--- config.mk ---
export PLATFORM = sky130hd
export DESIGN_NAME = dr_pfreq_queue_flat
export DESIGN_NICKNAME = d
export VERILOG_FILES = /design/src/rtl/dr_pfreq_queue_if.sv /design/src/rtl/dr_pfreq_queue.sv /design/src/flat_wrapper.sv
export SDC_FILE = /design/constraint.sdc
export NUM_CORES = 1
export LEC_CHECK = 0
export ABC_AREA = 1
export BUFFER_PORTS_ARGS = -buffer_cell sky130_fd_sc_hd__buf_4
export CAP_MARGIN = 20
export CELL_PAD_IN_SITES_DETAIL_PLACEMENT = 1
export CELL_PAD_IN_SITES_GLOBAL_PLACEMENT = 1
export CORE_AREA = 3 3 192 194
export CTS_CLUSTER_SIZE = 16
export DETAILED_ROUTE_END_ITERATION = 12
export DIE_AREA = 0 0 195 197
export GPL_TIMING_DRIVEN = 0
export PLACE_DENSITY_LB_ADDON = 0.1
export REMOVE_ABC_BUFFERS = 1
export SLEW_MARGIN = 15
export SYNTH_ARGS = -nofsm -noshare
export SYNTH_HDL_FRONTEND = slang
export SYNTH_SLANG_ARGS = --single-unit
--- constraint.sdc ---
create_clock -name clk -period 6.5 [get_ports clk]
set_input_delay 0.975 -clock clk [delete_from_list [all_inputs] [get_ports clk]]
set_output_delay 0.975 -clock clk [all_outputs]
set_load 0.02 [all_outputs]
--- src/rtl/dr_pfreq_queue_if.sv ---
// Prefetch-request channel between L2, the prefetch queue and the directory.
// The master drives valid/nid/paddr, and the slave answers with retry.
interface dr_pfreq_if #(
  parameter int NID_W   = 5,
  parameter int PADDR_W = 50
);
  logic               valid;
  logic               retry;
  logic [NID_W-1:0]   nid;
  logic [PADDR_W-1:0] paddr;

  modport master (output valid, output nid, output paddr, input retry);
  modport slave  (input valid, input nid, input paddr, output retry);
endinterface

--- src/rtl/dr_pfreq_queue.sv ---
// Drop-oldest circular prefetch-request queue placed in front of the directory l2todr_pfreq port.
// Optional line-address dedup against queued entries is enabled by defining DR_PFQ_DEDUP_EN.
module dr_pfreq_queue #(
  parameter int DEPTH       = 8,
  parameter int LINE_OFFSET = 6,
  parameter int CNT_W       = 16,
  parameter int NID_W       = 5,
  parameter int PADDR_W     = 50
) (
  input  logic                   clk,
  input  logic                   reset,
  dr_pfreq_if.slave              l2todr_pfreq,
  dr_pfreq_if.master             q_pfreq,
  output logic                   pfq_drop,
  output logic [CNT_W-1:0]       pfq_drop_cnt,
  output logic [$clog2(DEPTH):0] pfq_occupancy
);

  localparam int PTR_W = $clog2(DEPTH);

  typedef struct packed {
    logic [NID_W-1:0]   nid;
    logic [PADDR_W-1:0] paddr;
  } entry_t;

  entry_t             mem_q [DEPTH];
  logic [PTR_W-1:0]   rd_ptr_q, rd_ptr_d;
  logic [PTR_W-1:0]   wr_ptr_q, wr_ptr_d;
  logic [PTR_W:0]     count_q, count_d;
  logic               drop_q, drop_d;
  logic [CNT_W-1:0]   drop_cnt_q, drop_cnt_d;

  logic               dup;
  logic               push;
  logic               pop;
  logic               full;

`ifdef DR_PFQ_DEDUP_EN
  // Only the occupied slots, counted from the head, take part in the line compare.
  always_comb begin
    dup = 1'b0;
    for (int i = 0; i < DEPTH; i++) begin
      if ((PTR_W+1)'(i) < count_q) begin
        if (mem_q[rd_ptr_q + PTR_W'(i)].paddr[PADDR_W-1:LINE_OFFSET] ==
            l2todr_pfreq.paddr[PADDR_W-1:LINE_OFFSET]) begin
          dup = 1'b1;
        end
      end
    end
  end
`else
  assign dup = 1'b0;
`endif

  assign l2todr_pfreq.retry = 1'b0;
  assign push = l2todr_pfreq.valid && !dup;
  assign pop  = (count_q != '0) && !q_pfreq.retry;
  assign full = (count_q == (PTR_W+1)'(DEPTH));

  assign q_pfreq.valid = (count_q != '0);
  assign q_pfreq.nid   = mem_q[rd_ptr_q].nid;
  assign q_pfreq.paddr = mem_q[rd_ptr_q].paddr;

  assign pfq_drop      = drop_q;
  assign pfq_drop_cnt  = drop_cnt_q;
  assign pfq_occupancy = count_q;

  // A push into a full queue with no pop overwrites the head and advances the head past it.
  always_comb begin
    rd_ptr_d   = rd_ptr_q;
    wr_ptr_d   = wr_ptr_q;
    count_d    = count_q;
    drop_d     = 1'b0;
    drop_cnt_d = drop_cnt_q;

    if (push) begin
      wr_ptr_d = wr_ptr_q + PTR_W'(1);
    end
    if (pop || (push && full)) begin
      rd_ptr_d = rd_ptr_q + PTR_W'(1);
    end
    if (push && !pop && !full) begin
      count_d = count_q + (PTR_W+1)'(1);
    end else if (pop && !push) begin
      count_d = count_q - (PTR_W+1)'(1);
    end
    if (push && full && !pop) begin
      drop_d = 1'b1;
      if (drop_cnt_q != '1) begin
        drop_cnt_d = drop_cnt_q + CNT_W'(1);
      end
    end
  end

  always_ff @(posedge clk or negedge reset) begin
    if (!reset) begin
      rd_ptr_q   <= '0;
      wr_ptr_q   <= '0;
      count_q    <= '0;
      drop_q     <= 1'b0;
      drop_cnt_q <= '0;
    end else begin
      rd_ptr_q   <= rd_ptr_d;
      wr_ptr_q   <= wr_ptr_d;
      count_q    <= count_d;
      drop_q     <= drop_d;
      drop_cnt_q <= drop_cnt_d;
    end
  end

  // Payload storage is not reset; count gates every use of it.
  always_ff @(posedge clk) begin
    if (push) begin
      mem_q[wr_ptr_q] <= '{nid: l2todr_pfreq.nid, paddr: l2todr_pfreq.paddr};
    end
  end

endmodule

--- src/flat_wrapper.sv ---
// flat-port wrapper written by rule: the top's interface ports become plain ports
module dr_pfreq_queue_flat 
#(
  parameter int DEPTH       = 8,
  parameter int LINE_OFFSET = 6,
  parameter int CNT_W       = 16,
  parameter int NID_W       = 5,
  parameter int PADDR_W     = 50
)
  (clk, reset, pfq_drop, pfq_drop_cnt, pfq_occupancy, l2todr_pfreq_valid, l2todr_pfreq_nid, l2todr_pfreq_paddr, l2todr_pfreq_retry, q_pfreq_valid, q_pfreq_nid, q_pfreq_paddr, q_pfreq_retry);
  dr_pfreq_if #(.NID_W(NID_W), .PADDR_W(PADDR_W)) l2todr_pfreq_i ();
  dr_pfreq_if #(.NID_W(NID_W), .PADDR_W(PADDR_W)) q_pfreq_i ();
  input  logic clk;
  input  logic reset;
  output logic pfq_drop;
  output logic [CNT_W-1:0] pfq_drop_cnt;
  output logic [$clog2(DEPTH):0] pfq_occupancy;
  input wire logic [$bits(l2todr_pfreq_i.valid)-1:0] l2todr_pfreq_valid;
  input wire logic [$bits(l2todr_pfreq_i.nid)-1:0] l2todr_pfreq_nid;
  input wire logic [$bits(l2todr_pfreq_i.paddr)-1:0] l2todr_pfreq_paddr;
  output wire logic [$bits(l2todr_pfreq_i.retry)-1:0] l2todr_pfreq_retry;
  output wire logic [$bits(q_pfreq_i.valid)-1:0] q_pfreq_valid;
  output wire logic [$bits(q_pfreq_i.nid)-1:0] q_pfreq_nid;
  output wire logic [$bits(q_pfreq_i.paddr)-1:0] q_pfreq_paddr;
  input wire logic [$bits(q_pfreq_i.retry)-1:0] q_pfreq_retry;
  assign l2todr_pfreq_i.valid = l2todr_pfreq_valid;
  assign l2todr_pfreq_i.nid = l2todr_pfreq_nid;
  assign l2todr_pfreq_i.paddr = l2todr_pfreq_paddr;
  assign l2todr_pfreq_retry = l2todr_pfreq_i.retry;
  assign q_pfreq_valid = q_pfreq_i.valid;
  assign q_pfreq_nid = q_pfreq_i.nid;
  assign q_pfreq_paddr = q_pfreq_i.paddr;
  assign q_pfreq_i.retry = q_pfreq_retry;
  dr_pfreq_queue #(.DEPTH(DEPTH), .LINE_OFFSET(LINE_OFFSET), .CNT_W(CNT_W), .NID_W(NID_W), .PADDR_W(PADDR_W)) u_core (.clk(clk), .reset(reset), .l2todr_pfreq(l2todr_pfreq_i), .q_pfreq(q_pfreq_i), .pfq_drop(pfq_drop), .pfq_drop_cnt(pfq_drop_cnt), .pfq_occupancy(pfq_occupancy));
endmodule
==> flow_metrics.tcl <==
set metrics [dict create \
    status "finished, final reports clean" \
    wl_per_cell_um 22.46 \
    vdd_drop_max_mv 0.2867 \
    mappedNetlistArea_um2 18670 \
    globalplace.congestion 0.7291 \
    grt_max_degree 94 \
    firstDrtPassIters 5 \
    grt_pass1_vias 12840 \
    worstMarginPinSlew_ps 852.6 \
    holdWs_ps 349.0 \
    p_leak_nw 8.022 \
    clock_skew_ps 16.95 \
    fmax_ghz 0.2406 \
    drv_slew 0 \
    grt_first_pass_wirelength_um 72400 \
    cap_violations 0 \
    critPathArrivalTime_ps 3180 \
    cts_tree "yes" \
    drtIter0Drc 961 \
    endpoint_kind "output pin" \
    gr-usage-all-layers_pct 24.29 \
    rr_startpoint "u_core.wr_ptr_q[0]$_DFFE_PN0P_" \
    layout.nets 1648 \
    ant_nets 0 \
    fin_crit_ps 4156 \
    avgSynthCellArea_um2 12.90 \
    die_area_um2 38420 \
    path_cells "buf_12 -> inv_8 -> buf_16 -> o21ai_0 -> o21ai_1 -> nand2_1 -> nand2_1 -> buf_4" \
    max-slew-margin-rel_pct 43.02 \
    antenna_found_initial 2 \
    synth_area_leader_cell "edfxtp_1" \
    synth_seq_cells 467 \
    root_buffer "clkbuf_16" \
    ios 137 \
    htreeDepth 2 \
    regToRegEndpoint "u_core.mem_q[6][30]$_DFFE_PP_" \
    viasPerCell 5.699 \
    die_w_um 195 \
    hpwl_um 27450 \
    synthToLayoutAreaGrowth_pct 18.57 \
    power.density_nw_per_um2 458.1 \
    crit_slowest_cell "dfrtp_4" \
    r2r_setup_slack_ps 4230 \
    fill_cells 3416 \
    overflow 0 \
    worstSkewPairLatency_ps 550 \
    cp_data_required_time_ps 5520 \
    drive_gt1_share_pct 15.08 \
    synth.distinct_cells 32 \
    rr_worst_depth 4 \
    routed_wirelength_um 46700 \
    hold_class "in2async" \
    wl_met2_um 24090 \
    numCtsBuffers 48 \
    syn-instance-count 1447 \
    cts_post_setup_buffers_inserted 0 \
    clock_path_buffers 3 \
    grt_setup_unrepaired "no" \
    startpoint_type "register" \
    dr_wl_met3_um 2043 \
    vias 11850 \
    finalCritPeriodShare_pct 63.94 \
    yosysSeqAreaShare_pct 74.40 \
    synth_warnings 0 \
    hold_violations 0 \
    initial_core_util_pct 52.74 \
    synth_top_area_share_pct 70.78 \
    max_stage_delay_ps 780 \
    core_area_um2 35400 \
    crit_path_frequent_cell "nand2_1" \
    clkTransAtPathRegs_ps 60 \
    numClockSinks 467 \
    antennaDiodeCount 0 \
    crit_type "reg2out" \
    wirelength_met1_um 19450 \
    setup_viol 0 \
    cts_hold_buf 0 \
    ctsResizeCount 0 \
    io_buffers 135 \
    final_util_pct 62.53 \
    synth.area.top_cells "edfxtp_1 71%, nand2_1 5.0%, o21ai_0 4.9%" \
    drc 0 \
    cp_max_fo 93 \
    die_height_um 197 \
    top_layer "met5" \
    total_power_w 0.01014 \
    fp-row-count 69 \
]
==> worst max-delay path by stage <==
stage / depth (start not counted) / end / from / slack, ps
after floorplan: 5 / q_pfreq_nid[4] / u_core.rd_ptr_q[0]$_DFFE_PN0P_ / -1780
after global placement: 6 / q_pfreq_paddr[8] / u_core.rd_ptr_q[0]$_DFFE_PN0P_ / -7910
after detailed placement: 8 / q_pfreq_paddr[1] / u_core.rd_ptr_q[0]$_DFFE_PN0P_ / 2910
after CTS: 8 / q_pfreq_paddr[33] / u_core.rd_ptr_q[0]$_DFFE_PN0P_ / 2300
after global routing: 8 / q_pfreq_nid[4] / u_core.rd_ptr_q[0]$_DFFE_PN0P_ / 2150
final: 8 / q_pfreq_paddr[33] / u_core.rd_ptr_q[0]$_DFFE_PN0P_ / 2340
==> per-stage QoR <==
stage,area [µm²],instances,setup TNS [ps],setup slack [ps]
floorplan,18230,1366,-97660,-1777
global placement,19820,1962,-548290,-7906
detailed placement,20710,1994,0,2909
CTS,22130,2079,0,2301
global route,22130,2079,0,2149
finish,22130,2079,0,2344
==> cell usage in the layout (no fill, tap or decap), types with 8 or more instances in the layout <==
cell type,instances
clkinv_1,14
nand2_1,250
mux2i_1,55
buf_12,10
dfrtp_1,24
buf_4,135
nand3_1,11
nor2_1,233
inv_1,18
nor2_4,8
edfxtp_1,440
o21ai_0,181
xnor2_1,8
o22ai_1,55
clkbuf_1,14
clkbuf_16,49
buf_16,22
o21ai_1,47
==> kinds of logic (layout without fill, tap and decap cells) <==
logic type | Yosys count | in the layout | share of synthesized area (%)
simple gates | 515 | 515 | 10.66
flops | 467 | 467 | 74.40
compound gates | 286 | 286 | 8.064
buf+inv | 102 | 273 | 2.755
mux | 55 | 55 | 2.949
xor+xnor | 15 | 15 | 0.7038
fa+ha+maj | 6 | 6 | 0.4424
other cells | 1 | 1 | 0.02009
==> synth_stat cells (all sizes together) <==
cell type / n
ha: 5
nand3: 12
dfrtp: 27
nand2: 251
xnor2: 8
a21boi: 1
edfxtp: 440
o21ai: 228
nor3: 2
inv: 21
a21oi: 1
clkbuf: 37
o22ai: 55
nor2: 243
nand4: 6
buf: 44
xor2: 7
fa: 1
mux2i: 55
conb: 1
a21o: 1
or2: 1
==> critical path, delay by kind of cell, from the launching register on <==
family,cells,cell delay (ps)
DFF,1,780
buffers and inverters,4,1240
AOI/OAI and AO/OA,2,330
and+or+nand+nor,2,180
==> flip-flops by register name (all words and copies together) (netlist names) <==
signal                flops
u_core.mem_q            440
u_core.pfq_drop_cnt      16
u_core.pfq_occupancy      4
u_core.rd_ptr_q           3
u_core.wr_ptr_q           3
u_core.pfq_drop           1
==> report_power, final <==
group / switching (W) / internal [W] / total (W)
Clock: 0.00109 / 0.00145 / 0.00254
Sequential: 0.000253 / 0.00364 / 0.00389
Combinational: 0.00236 / 0.00134 / 0.00370
==> layer usage <==
layer  vias to the layer above  track usage [%]
li1                       5458                -
met1                      6065            31.61
met2                       247            42.75
met3                        74            3.915
met4                         4            6.945
met5                         -                0
==> layout make-up <==
cell class,instances,area [µm²],area share (%)
sequential,467,13900,62.80
timing repair buffer,167,1819,8.220
tap,461,576.8,2.606
clock inverter,22,145.1,0.6558
clock buffer,63,1279,5.778
multi-input combinational,878,4324,19.54
inverter,21,88.84,0.4014
No activity file was read; power rests on OpenSTA's default activity.
